**src/rtl/mos_pkg.sv**
```systemverilog
// Shared strength type, net-state enum and wired-net resolve function for the
// MOS pass-gate and net-resolution stages.
package mos_pkg;

  typedef enum logic [1:0] {
    ST0 = 2'd0,
    ST1 = 2'd1,
    STZ = 2'd2,
    STX = 2'd3
  } t_strength;

  typedef enum logic [1:0] {
    FLOAT,
    DRIVEN,
    HOLD,
    CONTEND
  } t_net_state;

  // Wired resolution of two drivers: Z yields to anything, X dominates, 0 vs 1 is X.
  function automatic t_strength mos_resolve(input t_strength a, input t_strength b);
    t_strength r;
    if (a == STX || b == STX) r = STX;
    else if (a == STZ)        r = b;
    else if (b == STZ)        r = a;
    else if (a == b)          r = a;
    else                      r = STX;
    return r;
  endfunction

  function automatic logic is_drive(input t_strength s);
    return (s == ST0) || (s == ST1);
  endfunction

endpackage

```
**src/rtl/mos_glitch_filter.sv**
```systemverilog
// Run-length glitch filter: strobes acc_stb on the edge where the resolved value
// has been seen FILTER_DEPTH consecutive times.
module mos_glitch_filter
  import mos_pkg::*;
#(
  parameter int unsigned FILTER_DEPTH = 2
) (
  input  logic      clk,
  input  logic      rst_n,
  input  t_strength r,
  output t_strength acc_val,
  output logic      acc_stb
);

  if (FILTER_DEPTH < 1 || FILTER_DEPTH > 15) begin : g_bad_depth
    $error("mos_glitch_filter: FILTER_DEPTH must be 1..15");
  end

  localparam logic [3:0] DEPTH_M1 = 4'(FILTER_DEPTH - 1);

  t_strength  sample_q, sample_d;
  logic [3:0] stab_cnt_q, stab_cnt_d;

  // stab_cnt saturates so a long steady run can never re-trigger acceptance.
  always_comb begin
    sample_d   = r;
    stab_cnt_d = '0;
    if (r == sample_q) begin
      stab_cnt_d = (stab_cnt_q == 4'hF) ? stab_cnt_q : stab_cnt_q + 4'd1;
    end
  end

  always_ff @(posedge clk) begin
    if (!rst_n) begin
      sample_q   <= STZ;
      stab_cnt_q <= '0;
    end else begin
      sample_q   <= sample_d;
      stab_cnt_q <= stab_cnt_d;
    end
  end

  assign acc_val = r;
  assign acc_stb = (stab_cnt_d == DEPTH_M1);

endmodule

```
**src/rtl/mos_net_resolver.sv**
```systemverilog
// Net resolver: resolve, glitch-filter, net FSM with optional bus keeper and a
// saturating contention counter. Keeper built only when MOS_NET_KEEPER_EN is defined.
module mos_net_resolver
  import mos_pkg::*;
#(
  parameter int unsigned FILTER_DEPTH = 2,
  parameter int unsigned HOLD_CYCLES  = 8
) (
  input  logic       clk,
  input  logic       rst_n,
  input  t_strength  drv_n,
  input  t_strength  drv_p,
  input  logic       cnt_clr,
  output t_strength  net,
  output logic       contention,
  output logic       decay,
  output logic [7:0] contention_cnt
);

  if (HOLD_CYCLES < 1 || HOLD_CYCLES > 255) begin : g_bad_hold
    $error("mos_net_resolver: HOLD_CYCLES must be 1..255");
  end

  t_strength  r, acc_val;
  logic       acc_stb;
  t_net_state state_q, state_d;
  t_strength  net_q, net_d;
  logic       contention_q, contention_d;
  logic       decay_q, decay_d;
  logic [7:0] cnt_q, cnt_d;
`ifdef MOS_NET_KEEPER_EN
  localparam logic [7:0] HOLD_INIT = 8'(HOLD_CYCLES);
  logic [7:0] hold_cnt_q, hold_cnt_d;
`endif

  assign r = mos_resolve(drv_n, drv_p);

  mos_glitch_filter #(
    .FILTER_DEPTH(FILTER_DEPTH)
  ) u_filter (
    .clk    (clk),
    .rst_n  (rst_n),
    .r      (r),
    .acc_val(acc_val),
    .acc_stb(acc_stb)
  );

  // An accepted drive or X always wins, including over keeper expiry on the same edge.
  always_comb begin
    state_d = state_q;
    net_d   = net_q;
    decay_d = 1'b0;
`ifdef MOS_NET_KEEPER_EN
    hold_cnt_d = hold_cnt_q;
`endif
    if (acc_stb && is_drive(acc_val)) begin
      state_d = DRIVEN;
      net_d   = acc_val;
    end else if (acc_stb && acc_val == STX) begin
      state_d = CONTEND;
      net_d   = STX;
    end else begin
      case (state_q)
        DRIVEN: begin
          if (acc_stb) begin
`ifdef MOS_NET_KEEPER_EN
            state_d    = HOLD;
            hold_cnt_d = HOLD_INIT;
`else
            state_d = FLOAT;
            net_d   = STZ;
`endif
          end
        end
        CONTEND: begin
          if (acc_stb) begin
            state_d = FLOAT;
            net_d   = STZ;
          end
        end
        HOLD: begin
`ifdef MOS_NET_KEEPER_EN
          if (hold_cnt_q <= 8'd1) begin
            state_d    = FLOAT;
            net_d      = STZ;
            decay_d    = 1'b1;
            hold_cnt_d = '0;
          end else begin
            hold_cnt_d = hold_cnt_q - 8'd1;
          end
`else
          state_d = FLOAT;
          net_d   = STZ;
`endif
        end
        default: ;
      endcase
    end

    contention_d = (state_d == CONTEND) && (state_q != CONTEND);

    cnt_d = cnt_q;
    if (cnt_clr) begin
      cnt_d = '0;
    end else if (contention_d && cnt_q != 8'hFF) begin
      cnt_d = cnt_q + 8'd1;
    end
  end

  always_ff @(posedge clk) begin
    if (!rst_n) begin
      state_q      <= FLOAT;
      net_q        <= STZ;
      contention_q <= 1'b0;
      decay_q      <= 1'b0;
      cnt_q        <= '0;
`ifdef MOS_NET_KEEPER_EN
      hold_cnt_q   <= '0;
`endif
    end else begin
      state_q      <= state_d;
      net_q        <= net_d;
      contention_q <= contention_d;
      decay_q      <= decay_d;
      cnt_q        <= cnt_d;
`ifdef MOS_NET_KEEPER_EN
      hold_cnt_q   <= hold_cnt_d;
`endif
    end
  end

  assign net            = net_q;
  assign contention     = contention_q;
  assign decay          = decay_q;
  assign contention_cnt = cnt_q;

endmodule

```
**config.mk**
```make
export PLATFORM = sky130hd
export DESIGN_NAME = mos_net_resolver
export DESIGN_NICKNAME = d
export VERILOG_FILES = /design/src/rtl/mos_pkg.sv /design/src/rtl/mos_glitch_filter.sv /design/src/rtl/mos_net_resolver.sv
export SDC_FILE = /design/constraint.sdc
export NUM_CORES = 1
export LEC_CHECK = 0
export ABC_AREA = 1
export BUFFER_PORTS_ARGS = -buffer_cell sky130_fd_sc_hd__buf_4
export CAP_MARGIN = 20
export CORE_UTILIZATION = 50
export CTS_CLUSTER_DIAMETER = 30
export DETAILED_ROUTE_END_ITERATION = 10
export PLACE_DENSITY_LB_ADDON = 0.05
export SETUP_SLACK_MARGIN = 0.02
export SYNTH_ARGS = -nofsm -noshare
export SYNTH_HDL_FRONTEND = slang
export SYNTH_HIERARCHICAL = 1
export SYNTH_SLANG_ARGS = --single-unit
```
**constraint.sdc**
```tcl
create_clock -name clk -period 2.6 [get_ports clk]
set_input_delay 0.52 -clock clk [delete_from_list [all_inputs] [get_ports clk]]
set_output_delay 0.52 -clock clk [all_outputs]
set_load 0.02 [all_outputs]
```
**Yosys cells after proc, flatten, opt, wreduce, memory -nomap -nowiden**

Cells that the tools add are included.

- Register bits: 19
- Bits in latches: 0
- Bits in writable memories: 0
- Memory bits (read-only): 0
- Input bits: 7
- Output and inout bits: 12
- Logic and storage cells: 51
- Memories kept: 0

- Add/sub/neg operators: 2
- Multiply operators: 0
- Div/mod/pow operators: 0
- Magnitude comparators: 0
- Equality and inequality tests: 17
- Shifts and indexed selects: 0
- Mux-type cells: 14
- Bitwise gates (word level): 1
- Reduce and logical (&&, ||, !) cells: 11

Operators by type and width:

| operator | number |
|---|---|
| $mux W2 | 10 |
| $eq A2 B2 Y1 const B | 8 |
| $add A8 B1 Y8 const B | 1 |
| $mux W4 | 2 |
| $ne A8 B8 Y1 const B | 1 |
| $pmux W2 S2 | 2 |
| $add A4 B1 Y4 const B | 1 |
| $eq A2 B1 Y1 const B | 2 |
| $eq A2 B2 Y1 | 2 |
| $eq A4 B1 Y1 const B | 1 |
| $eq A4 B4 Y1 const B | 1 |
| $logic_and A1 B1 Y1 | 4 |
| $ne A4 B1 Y1 const B | 1 |
| $reduce_bool A4 Y1 | 1 |
| $reduce_or A2 Y1 | 2 |
| $logic_not A2 Y1 | 1 |
| $logic_or A1 B1 Y1 | 2 |
| $ne A2 B2 Y1 const B | 1 |
| $reduce_and A2 Y1 | 1 |
| $not A1 Y1 | 1 |

**Depth between registers and ports, before layout**

Gate-level depths: netlist of the first run.

- Word-level depth: 15
- Mapped depth: 18
- Gate-level depth less buffers: 18

**By module**

Netlist of the first run, hierarchy kept.

By module, submodules not included:

| module | times used | cells each | area an instance (um^2) | sequential area each (um^2) |
|---|---|---|---|---|
| mos_net_resolver | 1 | 114 | 760.7 | 260.2 |
| mos_glitch_filter | 1 | 59 | 357.8 | 120.1 |

**Least setup slack after synthesis of the first run**

Ideal clock, no wire load.

- Kind: input to register
- From: input drv_n[0]
- To: register cnt_q[0] (netlist: contention_cnt[0])
- Setup time: 0.070 ns
- Data arrival time: 2.193 ns
- Required time: 2.530 ns
- Slack: 0.337 ns
- Stages: 17
- Buffers on the path: 0
- Cells stage by stage: inv_1 ha_1 nand2_1 nand3_1 inv_2 nand2_1 nand2_1 nand2_4 nor2_2 nand2_1 nor2_1 nand3_1 nand2_2 nand2_2 nor2_4 nand2_1 a21oi_1

- Word-level cells in the longest chain between the ends: 15
- Elaborated cells on any way between the ends: 24
- Classes of those cells: 8 x eq/ne; 9 x mux; 7 x reduce/logical

Ends and longest elaborated chain:

| element | line | source |
|---|---|---|
| start: declaration | mos_net_resolver.sv:11 | `input t_strength drv_n,` |
| $eq A2 B2 Y1 | mos_pkg.sv:25 | `else if (a == b) r = a;` |
| $mux W2 | mos_pkg.sv:25 |  |
| $mux W2 | mos_pkg.sv:24 | `else if (b == STZ) r = a;` |
| $mux W2 | mos_pkg.sv:23 | `else if (a == STZ) r = b;` |
| $mux W2 (*) | mos_pkg.sv:22 | `if (a == STX \|\| b == STX) r = STX;` |
| via r[1] | mos_net_resolver.sv:24 | `t_strength r, acc_val;` |
| $eq A2 B2 Y1 (*) | mos_glitch_filter.sv:28 | `if (r == sample_q) begin` |
| $mux W4 (*) | mos_glitch_filter.sv:28 |  |
| $eq A4 B1 Y1 (*) | mos_glitch_filter.sv:44 | `assign acc_stb = (stab_cnt_d == DEPTH_M1);` |
| via acc_stb | mos_net_resolver.sv:25 | `logic acc_stb;` |
| $mux W2 | mos_net_resolver.sv:65, mos_net_resolver.sv:76 |  |
| $pmux W2 S2 | mos_net_resolver.sv:63 | `case (state_q)` |
| $mux W2 | mos_net_resolver.sv:59 | `end else if (acc_stb && acc_val == STX) begin` |
| $mux W2 (*) | mos_net_resolver.sv:56 | `if (acc_stb && is_drive(acc_val)) begin` |
| $eq A2 B2 Y1 (*) | mos_net_resolver.sv:100 | `contention_d = (state_d == CONTEND) && (state_q != CONTEND);` |
| $logic_and A1 B1 Y1 (*) | mos_net_resolver.sv:100 |  |
| $logic_and A1 B1 Y1 (*) | mos_net_resolver.sv:105 | `end else if (contention_d && cnt_q != 8'hFF) begin` |
| end signal: assignment | mos_net_resolver.sv:125 | `cnt_q <= cnt_d;` |
| end: declaration | mos_net_resolver.sv:30 | `logic [7:0] cnt_q, cnt_d;` |

The timed path passes the listed nets; every way through them passes the cells marked *.
A chain may end at the register's enable or synchronous reset.

**Worst setup path after layout of the first run**

- From: input drv_n[0]
- To: register cnt_q[6] (netlist: contention_cnt[6])

Same word-level chain as after synthesis.

==> results of run 1 <==
[worst register-to-register path: cells and delay by family (launching register included)]
| family | cells | cell delay, ns |
|---|---|---|
| simple gates | 11 | 1.25 |
| flops | 1 | 0.37 |
| fa+ha+maj | 1 | 0.24 |
| compound gates | 1 | 0.13 |
[cell families (layout without fill, tap and decap cells)]
logic type / after synthesis / after routing
compound gates: 19 / 19
flops: 19 / 19
fa+ha+maj: 3 / 3
other cells: 1 / 1
simple gates: 102 / 102
buf+inv: 27 / 46
xor+xnor: 2 / 2
[state kept, by name, summed over array words and instances, names as in the netlist]
| register | count |
|---|---|
| contention | 1 |
| contention_cnt | 8 |
| net | 2 |
| state_q | 2 |
| u_filter/sample_q | 2 |
| u_filter/stab_cnt_q | 4 |
[power breakdown]
| part | switching (mW) | total [mW] | internal (mW) |
|---|---|---|---|
| sequential | 0.00712 | 0.308 | 0.301 |
| clock | 0.0906 | 0.150 | 0.0596 |
| combinational | 0.0560 | 0.0908 | 0.0348 |
[metrics by stage]
stage / utilization [%] / area [um^2] / setup slack [ns] / std cells / hold WS, ns
final: 63.24 / 1291 / 0.2885 / 219 / 0.4276
after global routing: 63.24 / 1291 / 0.02316 / 219 / 0.4152
after CTS: 63.24 / 1291 / 0.2900 / 219 / 0.4233
after detailed placement: 61.95 / 1265 / -0.006893 / 215 / 0.4728
after global placement: 61.95 / 1265 / 0.08787 / 215 / 0.4693
after floorplan: - / 1119 / 0.3372 / 173 / 0.4855
[layer usage]
layer	wire, um	vias to the layer above	track usage, %
li1	-	571	-
met1	1024	483	27.29
met2	1103	14	32.88
met3	65	2	2.804
met4	14	0	7.353
met5	0	-	0
[worst min path at each step]
stage | cells past startpoint | startpoint | end | slack [ns]
final | 2 | rst_n | net[1] | 0.43
after CTS | 2 | rst_n | net[1] | 0.42
after detailed placement | 2 | net[1] | net[1] | 0.47
after floorplan | 2 | state_q[1] | state_q[1] | 0.49
after global placement | 2 | net[1] | net[1] | 0.47
after global routing | 2 | rst_n | net[1] | 0.42
[final cells by class]
cell class | count | area [um^2] | area share (%)
clock buffers | 4 | 26.28 | 2.035
repair buffers | 18 | 135.1 | 10.47
inverters | 24 | 90.09 | 6.977
multi-input cells | 127 | 625.6 | 48.45
flip-flops and latches | 19 | 380.4 | 29.46
well taps | 27 | 33.78 | 2.616
[cell usage in the layout, fill, tap and decap left out, drive strengths merged]
cell | Yosys | layout
nand2 | 70 | 70
inv | 24 | 24
dfxtp | 19 | 19
buf | 3 | 18
nor2 | 17 | 17
nand3 | 12 | 12
a21oi | 11 | 11
o21ai | 6 | 6
clkbuf | 0 | 4
ha | 3 | 3
xnor2 | 2 | 2
nor3 | 2 | 2
o21a | 1 | 1
o22ai | 1 | 1
nand4 | 1 | 1
conb | 1 | 1
==> flow_metrics.tcl, run 1 <==
set metrics [dict create \
    place_congestion 0.8401 \
    synth_ff_type "dfxtp_1" \
    synth_area_per_cell_um2 6.466 \
    synth_mux_area_share_pct 0 \
    tns_ns 0 \
    r2r_slack_ns 0.54 \
    fin_crit_sh_pct 88.91 \
    drive_gt1_share_pct 19.79 \
    synth-edff-count 0 \
    p_leak_nw 0.6039 \
    synth-simple-area-share_pct 41.83 \
    wire_per_inst_um 10.08 \
    initial_utilization_pct 54.78 \
    synth_largest_area_cell "dfxtp_1" \
    cts_tree "yes" \
    clk_pin_slew_ns 0.11 \
    synth-compound-area-share_pct 8.837 \
    io_pins 19 \
    cts-resized-gates 0 \
    insertion_delay_ns 0.29 \
    clock_sinks 19 \
    synthTopCellsByArea "dfxtp_1 34%, nand2_1 22%, inv_1 6.4%" \
    hold_viol 0 \
    cp-end-kind "flip-flop" \
    ant_nets 0 \
    fill_cells 213 \
    setup_viol 0 \
    path_cells "buf_4 -> inv_1 -> ha_1 -> nand2_1 -> nand3_1 -> inv_2 -> nand2_1 -> nand2_1 -> nand2_4 -> nor2_2 -> nand2_1 -> nor2_1 -> nand3_1 -> nand2_2 -> nand2_2 -> nor2_4 -> nand2_1 -> a21oi_1" \
    vias_per_cell 4.886 \
    grt_pass1_vias 930 \
    slowest_stage "ha_1" \
    synth_fa_ha_area_share_pct 3.356 \
    synth_top_family_by_area "simple AND/OR/NAND/NOR gates" \
    yosys.cell_count.top_type "nand2_1" \
    grt_use_total_pct 20.34 \
    power_mw 0.5487 \
    synthXorXnorAreaFrac_pct 1.566 \
    ys_ff_latch 19 \
    p_per_area_nw_per_um2 424.9 \
    vias 1070 \
    hold_buffers 0 \
    grt_pass1_wl_mm 3.843 \
    die_w_um 49.30 \
    status "completed" \
    synth_commonest_cells "65 x nand2_1, 19 x dfxtp_1, 19 x inv_1" \
    drc 0 \
    rsz0062_at_grt "no" \
    syn_area_um2 1119 \
    finalNetCount 203 \
    max_stage_delay_ns 0.28 \
    grt_max_degree 11 \
    dr.pass1.iters 4 \
    coreArea_um2 2042 \
    path_max_fanout 7 \
    r2r_cells 13 \
    crit-reg2reg-launch "u_filter/stab_cnt_q[0]" \
    synth_nets 183 \
    clock.fmax_mhz 432.6 \
    syn2layout_area_growth_pct 15.44 \
    cts_max_level 1 \
    cts_buffers 3 \
    startpoint "drv_n[0]" \
    cts_buffer_depth 2 \
    finalCriticalPeriod_ns 2.312 \
    yosysWarnings 6 \
    detailed_place_hpwl_mm 1.749 \
    synth.top_cell.area_share_pct 34.00 \
    required_ns 2.83 \
    synthCells 173 \
    regToRegEndpoint "contention_cnt[6]" \
    ys_seq_area_share_pct 34.00 \
    fp.dieArea_um2 2430 \
    crit_end "contention_cnt[6]" \
    hold_class "input pin to flip-flop" \
    path_buf_inv 3 \
    grt_remaining_overflow 0 \
    async_reset_ff_share_pct 0 \
    report.final.slew_viol_count 0 \
    ys_types 23 \
    port_buffers 17 \
    cp.arrival_ns 2.54 \
    fin_skew_ns 0.003549 \
    die_h_um 49.30 \
    antenna_found_initial 0 \
    drv_cap 0 \
    routed_wl_mm 2.208 \
    crit_top_cell "nand2_1" \
    worstSetupStartpointType "input pin" \
    antenna_cells 0 \
    rows 16 \
    worstSetupPathType "input pin to flip-flop" \
    cts_setup_buffers 0 \
    drtIter0Drc 23 \
    cp_num_cells 18 \
    peakVddDrop_mv 0.2925 \
    clock_tree.root_cell "clkbuf_4" \
    critPathTopFamily "simple AND/OR/NAND/NOR gates" \
]
Note: power is estimated with default switching activity, not from simulation.
==> run 2, diff against run 1 <==
clock period = 2.2 ns   (was 2.6 ns; I/O delays follow)
==> flow_metrics.tcl, run 2 (same netlist as run 1, synthesis figures left out) <==
set metrics [dict create \
    vias 1116 \
    syn2layout_area_growth_pct 23.94 \
    drc 0 \
    drv_cap 0 \
    cts_max_level 1 \
    coreArea_um2 2042 \
    layout_commonest_cell "nand2_1" \
    crit-reg2reg-launch "u_filter/stab_cnt_q[1]" \
    hold_class "input pin to flip-flop" \
    max_stage_delay_ns 0.27 \
    hold_viol 0 \
    grt_remaining_overflow 0 \
    whs_endpoint "net[1]" \
    worstSetupStartpointType "input pin" \
    finalNetCount 210 \
    antenna_cells 0 \
    regToRegEndpoint "contention_cnt[3]" \
    io_pins 19 \
    finalCriticalPeriod_ns 2.070 \
    place_congestion 0.8734 \
    dpl-instance-area_um2 1305 \
    r2r_slack_ns 0.20 \
    final_cell_mix "63 x nand2_1, 25 x buf_4, 19 x inv_1, 19 x dfxtp_1, 11 x nor2_1" \
    crit_top_cell "nand2_1" \
    design_area_um2 1386 \
    grt_max_degree 12 \
    grt_pass1_vias 1050 \
    cp.arrival_ns 2.32 \
    insertion_delay_ns 0.30 \
    final_util_pct 67.89 \
    die_h_um 49.30 \
    tns_ns 0 \
    dp_slack_ns -0.2482 \
    initial_utilization_pct 54.78 \
    drtIter0Drc 21 \
    fin_ws_ns 0.1301 \
    cp-end-kind "flip-flop" \
    largest_reg_flops 8 \
    hold_slack_ns 0.3360 \
    cts_buffers 3 \
    peakVddDrop_mv 0.4022 \
    slowest_stage "ha_1" \
    grt_use_total_pct 22.04 \
    dpl.cell_count 220 \
    port_buffers 17 \
    cts_buffer_depth 2 \
    p_per_area_nw_per_um2 488.1 \
    clock_sinks 19 \
    stdcell_count 226 \
    clk_pin_slew_ns 0.12 \
    status "completed" \
    path_cells "buf_4 -> inv_1 -> ha_1 -> nand2_1 -> nand3_2 -> nand2_1 -> nand2_1 -> nor2_2 -> nand2_1 -> nand2_1 -> nor2_4 -> inv_2 -> nand3_2 -> nand2_2 -> nand2_2 -> nor2_4 -> nand2_1 -> a21oi_2" \
    detailed_place_hpwl_mm 1.818 \
    fill_cells 206 \
    report.final.slew_viol_count 0 \
    drive_gt1_share_pct 28.14 \
    setup_viol 0 \
    die_w_um 49.30 \
    cts_tree "yes" \
    hold_path_depth 2 \
    wire_per_inst_um 11.26 \
    path_max_fanout 7 \
    p_leak_nw 0.6422 \
    r2r_cells 15 \
    ant_nets 0 \
    fin_crit_sh_pct 94.09 \
    fp.dieArea_um2 2430 \
    worstSetupPathType "input pin to flip-flop" \
    routed_wl_mm 2.544 \
    fin_skew_ns 0.009040 \
    hold_start "rst_n" \
    grt_pass1_wl_mm 4.202 \
    antenna_found_initial 0 \
    clock.fmax_mhz 483.1 \
    vias_per_cell 4.938 \
    hold_buffers 0 \
    rows 16 \
    dr.pass1.iters 4 \
    required_ns 2.45 \
    clock_tree.root_cell "clkbuf_4" \
    power_mw 0.6767 \
]
[run 2: changes by cell type in the layout (fill, tap and decap cells not counted), sizes merged]
| cell | previous run | this run |
|---|---|---|
| buf | 18 | 25 |
| clkbuf | 4 | 3 |
| clkinv | 0 | 1 |
[run 2: how the worst max path moves through the flow]
stage                                   end  slack [ns]     start  cells after the start
final                     contention_cnt[3]        0.13  drv_n[0]                     18
after floorplan           contention_cnt[0]        0.06  drv_n[0]                     17
after global placement    contention_cnt[0]       -0.15  drv_n[0]                     18
after detailed placement  contention_cnt[3]       -0.25  drv_n[0]                     18
after CTS                 contention_cnt[3]        0.07  drv_n[0]                     18
after global routing      contention_cnt[0]       -0.04  drv_n[0]                     18
[run 2: what timing repair did]
item / CTS / global route
gates resized for setup: 0 / 10
endpoints found under the setup margin: 0 / 8
setup buffers: 0 / 2
[run 2: cell type report]
cell class / instances / area, um^2 / share of cell area, %
repair buffers: 25 / 187.7 / 13.54
clock inverters: 1 / 5.005 / 0.3610
inverters: 24 / 90.09 / 6.498
clock buffers: 3 / 22.52 / 1.625
flip-flops and latches: 19 / 380.4 / 27.44
multi-input cells: 127 / 666.9 / 48.10
well taps: 27 / 33.78 / 2.437
[run 2: routing by layer]
| metal | GRT usage [%] | vias to the layer above | wire [um] |
|---|---|---|---|
| met5 | 0 | - | 0 |
| met2 | 36.99 | 20 | 1245 |
| met4 | 8.824 | 0 | 46 |
| met3 | 2.804 | 4 | 76 |
| met1 | 28.24 | 506 | 1174 |
| li1 | - | 586 | - |
[run 2: worst max-delay path, delay by kind of cell]
family          cells  cell delay (ns)
compound gates      1             0.12
buf+inv             3             0.17
fa+ha+maj           1             0.27
simple gates       13             1.32
[run 2: power by group]
part	switching [mW]	internal [mW]
clock network	0.114	0.0679
registers	0.00924	0.355
logic	0.0752	0.0548
total	0.199	0.478
